==> src/rtl/ex_stage_pipe.sv <==
// Execute stage: single-cycle ALU plus a serial (1 bit/cycle) unsigned multiplier/divider,
// feeding a registered EX/WB slot with valid/ready handshakes on both sides.
module ex_stage_pipe #(
   parameter int unsigned XLEN    = 32,
   parameter int unsigned RADDR_W = 5
) (
   input  logic               clk_i,
   input  logic               rst_i,
   input  logic               flush_i,
   input  logic               in_valid_i,
   output logic               in_ready_o,
   input  logic [3:0]         op_i,
   input  logic [XLEN-1:0]    opa_i,
   input  logic [XLEN-1:0]    opb_i,
   input  logic [RADDR_W-1:0] rd_i,
   input  logic               we_i,
   output logic               out_valid_o,
   input  logic               out_ready_i,
   output logic [XLEN-1:0]    out_wdata_o,
   output logic [RADDR_W-1:0] out_waddr_o,
   output logic               out_we_o,
   output logic               busy_o
);

   localparam int unsigned SHAMT_W = $clog2(XLEN);
   localparam int unsigned CNT_W   = $clog2(XLEN) + 1;

   localparam logic [3:0] OpAdd   = 4'd0;
   localparam logic [3:0] OpSub   = 4'd1;
   localparam logic [3:0] OpAnd   = 4'd2;
   localparam logic [3:0] OpOr    = 4'd3;
   localparam logic [3:0] OpXor   = 4'd4;
   localparam logic [3:0] OpSll   = 4'd5;
   localparam logic [3:0] OpSrl   = 4'd6;
   localparam logic [3:0] OpSra   = 4'd7;
   localparam logic [3:0] OpSlt   = 4'd8;
   localparam logic [3:0] OpSltu  = 4'd9;
   localparam logic [3:0] OpMul   = 4'd10;
   localparam logic [3:0] OpMulhu = 4'd11;
   localparam logic [3:0] OpDivu  = 4'd12;
   localparam logic [3:0] OpRemu  = 4'd13;

   typedef enum logic [1:0] {StIdle, StMdBusy, StMdDone} state_e;

   state_e               state_q, state_d;
   logic [CNT_W-1:0]     cnt_q, cnt_d;
   logic [3:0]           md_op_q, md_op_d;
   logic [RADDR_W-1:0]   md_rd_q, md_rd_d;
   logic                 md_we_q, md_we_d;
   logic [XLEN-1:0]      opnd_q, opnd_d;   // multiplicand or divisor
   logic [XLEN-1:0]      acc_q, acc_d;     // product high half / remainder
   logic [XLEN-1:0]      lo_q, lo_d;       // product low half / quotient
   logic                 out_valid_q, out_valid_d;
   logic [XLEN-1:0]      out_wdata_q, out_wdata_d;
   logic [RADDR_W-1:0]   out_waddr_q, out_waddr_d;
   logic                 out_we_q, out_we_d;

   logic [XLEN-1:0]      alu_res;
   logic [SHAMT_W-1:0]   shamt;
   logic                 is_md, is_rsvd, md_is_div, md_hi_sel;
   logic [XLEN:0]        mul_sum, div_shift, div_diff;
   logic                 div_ge;
   logic [XLEN-1:0]      md_acc_nxt, md_lo_nxt, md_res;
   logic                 accept, slot_free;

   assign shamt     = opb_i[SHAMT_W-1:0];
   assign is_md     = (op_i >= OpMul) && (op_i <= OpRemu);
   assign is_rsvd   = (op_i[3:1] == 3'b111);
   assign md_is_div = (md_op_q == OpDivu) || (md_op_q == OpRemu);
   assign md_hi_sel = (md_op_q == OpMulhu) || (md_op_q == OpRemu);
   assign slot_free = !out_valid_q || out_ready_i;

   assign in_ready_o  = (state_q == StIdle) && slot_free && !flush_i && !rst_i;
   assign accept      = in_valid_i && in_ready_o;
   assign busy_o      = (state_q != StIdle);
   assign out_valid_o = out_valid_q;
   assign out_wdata_o = out_wdata_q;
   assign out_waddr_o = out_waddr_q;
   assign out_we_o    = out_we_q;

   // Single-cycle ALU; reserved opcodes fall through to zero
   always_comb begin
      alu_res = '0;
      case (op_i)
         OpAdd:   alu_res = opa_i + opb_i;
         OpSub:   alu_res = opa_i - opb_i;
         OpAnd:   alu_res = opa_i & opb_i;
         OpOr:    alu_res = opa_i | opb_i;
         OpXor:   alu_res = opa_i ^ opb_i;
         OpSll:   alu_res = opa_i << shamt;
         OpSrl:   alu_res = opa_i >> shamt;
         OpSra:   alu_res = $unsigned($signed(opa_i) >>> shamt);
         OpSlt:   alu_res = {{(XLEN-1){1'b0}}, $signed(opa_i) < $signed(opb_i)};
         OpSltu:  alu_res = {{(XLEN-1){1'b0}}, opa_i < opb_i};
         default: alu_res = '0;
      endcase
   end

   // One shift-add or restoring-divide iteration; a zero divisor always "subtracts",
   // which naturally yields an all-ones quotient and remainder equal to the dividend
   always_comb begin
      mul_sum   = {1'b0, acc_q} + (lo_q[0] ? {1'b0, opnd_q} : '0);
      div_shift = {acc_q, lo_q[XLEN-1]};
      div_diff  = div_shift - {1'b0, opnd_q};
      div_ge    = (div_shift >= {1'b0, opnd_q});
      if (md_is_div) begin
         md_acc_nxt = div_ge ? div_diff[XLEN-1:0] : div_shift[XLEN-1:0];
         md_lo_nxt  = {lo_q[XLEN-2:0], div_ge};
      end else begin
         md_acc_nxt = mul_sum[XLEN:1];
         md_lo_nxt  = {mul_sum[0], lo_q[XLEN-1:1]};
      end
      md_res = md_hi_sel ? acc_q : lo_q;
   end

   // Next-state: FSM, multdiv datapath and output slot; flush overrides everything
   always_comb begin
      state_d     = state_q;
      cnt_d       = cnt_q;
      md_op_d     = md_op_q;
      md_rd_d     = md_rd_q;
      md_we_d     = md_we_q;
      opnd_d      = opnd_q;
      acc_d       = acc_q;
      lo_d        = lo_q;
      out_valid_d = out_valid_q;
      out_wdata_d = out_wdata_q;
      out_waddr_d = out_waddr_q;
      out_we_d    = out_we_q;

      if (out_valid_q && out_ready_i) out_valid_d = 1'b0;

      case (state_q)
         StIdle: begin
            if (accept) begin
               if (is_md) begin
                  state_d = StMdBusy;
                  cnt_d   = CNT_W'(XLEN);
                  md_op_d = op_i;
                  md_rd_d = rd_i;
                  md_we_d = we_i;
                  acc_d   = '0;
                  if ((op_i == OpDivu) || (op_i == OpRemu)) begin
                     opnd_d = opb_i;
                     lo_d   = opa_i;
                  end else begin
                     opnd_d = opa_i;
                     lo_d   = opb_i;
                  end
               end else begin
                  out_valid_d = 1'b1;
                  out_wdata_d = alu_res;
                  out_waddr_d = rd_i;
                  out_we_d    = we_i && !is_rsvd;
               end
            end
         end
         StMdBusy: begin
            acc_d = md_acc_nxt;
            lo_d  = md_lo_nxt;
            cnt_d = cnt_q - CNT_W'(1);
            if (cnt_q == CNT_W'(1)) state_d = StMdDone;
         end
         StMdDone: begin
            if (slot_free) begin
               out_valid_d = 1'b1;
               out_wdata_d = md_res;
               out_waddr_d = md_rd_q;
               out_we_d    = md_we_q;
               state_d     = StIdle;
            end
         end
         default: state_d = StIdle;
      endcase

      if (flush_i) begin
         state_d     = StIdle;
         out_valid_d = 1'b0;
      end
   end

   // State registers with synchronous reset clearing the whole datapath
   always_ff @(posedge clk_i) begin
      if (rst_i) begin
         state_q     <= StIdle;
         cnt_q       <= '0;
         md_op_q     <= '0;
         md_rd_q     <= '0;
         md_we_q     <= 1'b0;
         opnd_q      <= '0;
         acc_q       <= '0;
         lo_q        <= '0;
         out_valid_q <= 1'b0;
         out_wdata_q <= '0;
         out_waddr_q <= '0;
         out_we_q    <= 1'b0;
      end else begin
         state_q     <= state_d;
         cnt_q       <= cnt_d;
         md_op_q     <= md_op_d;
         md_rd_q     <= md_rd_d;
         md_we_q     <= md_we_d;
         opnd_q      <= opnd_d;
         acc_q       <= acc_d;
         lo_q        <= lo_d;
         out_valid_q <= out_valid_d;
         out_wdata_q <= out_wdata_d;
         out_waddr_q <= out_waddr_d;
         out_we_q    <= out_we_d;
      end
   end

endmodule

==> config.mk <==
export PLATFORM = sky130hd
export DESIGN_NAME = ex_stage_pipe
export DESIGN_NICKNAME = d
export VERILOG_FILES = /design/src/rtl/ex_stage_pipe.sv
export SDC_FILE = /design/constraint.sdc
export NUM_CORES = 1
export LEC_CHECK = 0
export ABC_AREA = 1
export BUFFER_PORTS_ARGS = -buffer_cell sky130_fd_sc_hd__buf_4
export CAP_MARGIN = 20
export CORE_MARGIN = 1
export CORE_UTILIZATION = 40
export DETAILED_ROUTE_END_ITERATION = 16
export PLACE_DENSITY_LB_ADDON = 0.15
export SKIP_LAST_GASP = 1
export SLEW_MARGIN = 20
export SYNTH_ARGS = -nofsm -noshare
export SYNTH_HDL_FRONTEND = slang
export SYNTH_SLANG_ARGS = --single-unit
==> constraint.sdc <==
create_clock -name clk_i -period 2.9 [get_ports clk_i]
set_input_delay 0.29 -clock clk_i [delete_from_list [all_inputs] [get_ports clk_i]]
set_output_delay 0.29 -clock clk_i [all_outputs]
set_load 0.02 [all_outputs]
# Yosys cells after proc, flatten, opt, wreduce, memory -nomap -nowiden
# Cells that the tools add are included.
# word_totals
ff_bits,153
in_bits,79
out_inout_bits,41
word_cells,115
# op_classes
addsub,5
n_lt_le_gt_ge,5
eq_ne,23
n_shift,3
n_mux,39
bitwise,3
reduce_logical,25
# ops
cell,n
32-bit 2-to-1 mux,14
32-bit case mux with 10 select lines,1
32-bit case mux with 2 select lines,3
32-bit < comparator,2
32-bit subtractor,2
32-bit by 32-bit adder with 33-bit output,1
33-bit by 32-bit greater-or-equal comparator with 1-bit output,1
32-bit adder,1
32-bit bitwise AND,1
32-bit OR,1
32-bit by 5-bit << shifter with 32-bit output,1
32-bit by 5-bit right shift with 32-bit output,1
32-bit by 5-bit >>> shifter with 32-bit output,1
32-bit bitwise XOR,1
"4-bit == test, second input constant",7
"4-bit by 3-bit == test with 1-bit output, second input constant",4
5-bit 2-to-1 mux,3
6-bit 2-to-1 mux,2
6-bit case mux with 2 select lines,1
"2-bit inequality test, second input constant",5
5-bit case mux with 2 select lines,1
"4-bit by 2-bit == test with 1-bit output, second input constant",2
2-bit 2-to-1 mux,4
4-bit AND reduction,2
19 further kinds,41

# Depth between registers and ports, before layout
# logic_depth
depth_word,8
ltp_mapped,20

# Least setup slack after synthesis
# No wires, ideal clock.
# synth_path
path_type,input port to flip-flop
from,input port opb_i[4]
to,register out_wdata_q[19] (netlist: out_wdata_o[19])
setup_ns,0.119
arrival_ns,2.376
required_ns,2.781
setup_slack_ns,0.405
path_stages,16
path_buffers,3
path_cell_list,inv_1 clkbuf_1 buf_1 ha_1 buf_2 nor2_1 and2_1 nand3_1 nand3_1 nand2_1 a21oi_1 nor2_1 nor2_1 nand2_1 nand2_1 a21oi_1
# synth_between
elab_chain_cells,5
word_cells_on_any_way,9
# synth_rtl
element,line_no,source
start: declaration,14,"input logic [XLEN-1:0] opb_i,"
"32-bit subtractor, or another cell as far along",86,OpSub: alu_res = opa_i - opb_i;
32-bit case mux with 10 select lines (*),84,case (op_i)
32-bit 2-to-1 mux (*),136,if (is_md) begin
32-bit 2-to-1 mux (*),135,if (accept) begin
32-bit case mux with 2 select lines (*),133,case (state_q)
end signal: assignment,207,out_wdata_q <= out_wdata_d;
end: declaration,54,"logic [XLEN-1:0] out_wdata_q, out_wdata_d;"
# Mark *: on every way between the ends. The rest lies on a longest branch, timed or not. The select of a mux whose other input is x is not followed.
# A chain may end at the register's enable or synchronous reset.

# Worst setup path in the final report
# layout_path
from,register opnd_q[9]
to,register acc_q[27]
# layout_between
elab_chain_cells,4
word_cells_on_any_way,7
# layout_rtl
element,line_no,source
start: declaration,50,"logic [XLEN-1:0] opnd_q, opnd_d;"
start signal: assignment,203,opnd_q <= opnd_d;
"32-bit 2-to-1 mux, or another cell as far along",102,"mul_sum = {1'b0, acc_q} + (lo_q[0] ? {1'b0, opnd_q} : '0);"
32-bit by 32-bit adder with 33-bit output / 32-bit 2-to-1 mux (equally long branches),"102, 107",
32-bit 2-to-1 mux (*),106,if (md_is_div) begin
32-bit case mux with 2 select lines (*),133,
end signal: assignment,191,acc_q <= '0;
end signal: assignment,204,acc_q <= acc_d;
end: declaration,51,"logic [XLEN-1:0] acc_q, acc_d;"
# Mark *: on every way between the ends. The rest lies on a longest branch, timed or not.

==> summary.txt <==
Worst Skew - 0.0207 ns
Share of cells above drive strength 1 - 11.7%
Clock Root Buffer - clkbuf_16
Storage element area - 3060 sq um
# IOs - 120
Number of synthesized flops with an enable pin - 0
Worst Hold Slack - 0.0302 ns
Setup CP Type - flop to flop
Grt total ovfl - 0
Avg Cell Area, Syn - 5.31 sq um
Dpl hpwl - 107 mm
Max cap viols - 0
Area of the multi-input gates - 16,700 sq um
Setup_tns - 0 ns
R2R cell count - 14
Final worst setup slack - 0.137 ns
Start point of the critical path - opnd_q[9]
R2R setup slack - 0.14 ns
CTS tree - built
Synth cell types - 50
Outcome - finished clean
Final Non-Filler Cells - 5,335
Yosys reg bits - 153
Mapped cell area - 22,900 sq um
CP max FO - 26
Unrepaired setup endpoints after global routing - false
Worst skew pair latency - 0.51 ns
N_diodes - 0
Antenna violations before repair - 2
CP required - 3.25 ns
Fillers - 6,406
Achievable clock frequency - 362 MHz
Layout area overhead - 18.5%
Largest net degree at the start of global routing - 80
CTS Sinks - 153
TritonRoute pass-1 iters - 6
DRC - 0
Crit end category - flop
Final WL - 131 mm
Synthesized instance count - 4,317
Reg-to-Reg Start - opnd_q[9]
Leakage power - 14.2 nW
Num CTS Buffers - 17
Worst-margin pin slew - 1.14 ns
DR vias - 30,200
Core region area - 56,500 sq um
Post-synth ARST share - 0%
Global-route wire length before repair - 185 mm
DP Cell Count - 5,301
Rel. slew slack - 23.4%
Die ar. - 58,300 sq um
Worst setup path endpoint - acc_q[27]
Nets - 4,815
Vias per inst - 5.67
Die width - 241 microns
R2R Path End - acc_q[27]
P per Cell Area - 311 nW/um^2
DP Worst Slack - 0.0657 ns
DRT antenna net count - 0
Starting Density - 40.6%
CTS Buffer Depth - 2
Clock transition at the registers of the reported paths - 0.07 ns
Fin. Hold Viols - 0
GPL Wtd Cong - 1.09
Startpoint Class - flop
Number of global-route vias before repair - 28,100
Final Setup Violations - 0
WL per Instance - 24.6 microns
Initial DRC count - 3,442
Worst hold path type - input port to flop
Hold buffers post-CTS - 0
Primary FF master, synth - dfxtp_1
Fin crit share - 95.3%
Gr usage total - 44.3%
Worst Path Arrival - 3.12 ns
Die Y-Extent - 241 microns
VDD IR-drop max - 491 uV
Final Max Slew Viols - 0
Yosys warning total - 0
Port Buffers - 119
Num rows - 87
Tmin final - 2.76 ns
H-tree depth - 4
Post-layout util - 48.1%
Syn Nets - 4,566
Register area share after synthesis - 13.4%
-- routing by layer --
metal  up-vias  track usage, %  routed length [microns]
met5         -               0                        0
met4         0            30.7                    10400
met3       318            8.23                    11800
met2      1549            70.5                    57900
met1     13900            53.9                    51000
li1      14500               -                        -
-- state kept, by name, indices dropped and copies added, names as in the netlist, 2 cells and up --
signal,cells
md_op_q,4
md_rd_q,5
out_waddr_o,5
out_wdata_o,32
cnt_q,6
lo_q,32
state_q,2
opnd_q,32
acc_q,32
-- Yosys cell counts, types with 2 or more instances --
cell type | number | area [sq um]
a21o_1 | 3 | 22.5
a21oi_1 | 298 | 1490
a21oi_2 | 4 | 35.0
a221oi_1 | 7 | 61.3
a31oi_1 | 73 | 457
and2_1 | 21 | 131
and3_1 | 2 | 12.5
buf_1 | 15 | 56.3
buf_2 | 75 | 375
buf_4 | 8 | 60.1
buf_6 | 2 | 22.5
clkbuf_1 | 95 | 357
clkinv_1 | 4 | 15.0
dfxtp_1 | 153 | 3060
fa_1 | 4 | 80.1
ha_1 | 166 | 2080
inv_1 | 610 | 2290
inv_2 | 12 | 45.0
nand2_1 | 1327 | 4980
nand2_2 | 25 | 156
nand2_4 | 2 | 22.5
nand3_1 | 518 | 2590
nand3b_1 | 24 | 180
nand4_1 | 53 | 332
nor2_1 | 343 | 1290
nor2_2 | 7 | 43.8
nor2_4 | 4 | 45.0
nor3_1 | 41 | 205
nor3_2 | 3 | 30.0
nor4_1 | 3 | 18.8
o211ai_1 | 24 | 180
o21ai_0 | 296 | 1480
o21ai_1 | 18 | 90.1
o21bai_1 | 15 | 113
o22ai_1 | 14 | 87.6
or2_0 | 2 | 12.5
or2_2 | 6 | 37.5
xnor2_1 | 19 | 166
xor2_1 | 10 | 87.6
-- power by group --
part           internal (mW)  switching, mW  leakage (nW)
Combinational           1.17           2.48          12.6
Clock                   1.40           1.16         0.306
Sequential              2.16         0.0695          1.24
-- stage by stage --
| stage | power [mW] | area, sq um |
|---|---|---|
| floorplan | 4.17 | 22900 |
| global route | 8.77 | 27200 |
| CTS | 8.32 | 27100 |
| finish | 8.44 | 27200 |
| detailed placement | 5.77 | 26500 |
| global placement | 5.79 | 26500 |
-- layout by cell type, fill, tap and decap left out, drive strengths merged, types with 24 or more instances in the layout --
cell    synthesis  layout
nor3           44      44
inv           622     629
nand4          53      53
o21ai         315     315
a31oi          73      73
buf           101     425
ha            166     166
nand2        1355    1355
nand3b         24      24
nand3         519     519
nor2          355     356
o211ai         24      24
a21oi         302     302
dfxtp         153     153
-- final cells by class --
| type | count | area share (%) |
|---|---|---|
| Inverter | 626 | 8.65 |
| Clock buffer | 18 | 1.62 |
| Clock inverter | 14 | 0.686 |
| Sequential cell | 153 | 11.3 |
| Multi-Input combinational cell | 3343 | 61.4 |
| Tap cell | 756 | 3.48 |
| Timing Repair Buffer | 425 | 12.9 |
-- cells by family after synthesis --
| family | synth area share [%] |
|---|---|
| and+or+nand+nor | 44.3 |
| AOI/OAI and AO/OA | 17.8 |
| buffers and inverters | 14.1 |
| adders and majority gates | 9.41 |
| DFF | 13.4 |
| xor gates and xnor gates | 1.11 |
-- worst min-delay path by stage --
stage	slack (ns)	cells after the start	endpoint	start
floorplan	0.38	1	md_op_q[2]	op_i[1]
global placement	0.46	2	out_we_o	out_we_o
detailed placement	0.46	2	out_we_o	out_we_o
CTS	0.005	3	md_rd_q[0]	rd_i[0]
global route	0.02	3	md_rd_q[0]	rd_i[0]
finish	0.03	3	md_rd_q[0]	rd_i[0]
-- worst max-delay path, cell delays in order (launching register included) --
cell,delay (ns)
dfxtp_1,0.51
inv_1,0.09
ha_1,0.38
nand2_1,0.14
nor2_2,0.19
nand2_1,0.19
nor3_2,0.17
nand2_2,0.09
nand2_2,0.10
nand2_4,0.07
nand2_8,0.13
buf_12,0.20
nand3_1,0.13
nand4_1,0.14
a21oi_1,0.07
-- what timing repair did --
action	in CTS	in global routing
resized for setup	0	3
setup endpoints to repair	0	24
setup buffers	0	1
No activity file was read; power rests on OpenSTA's default activity.
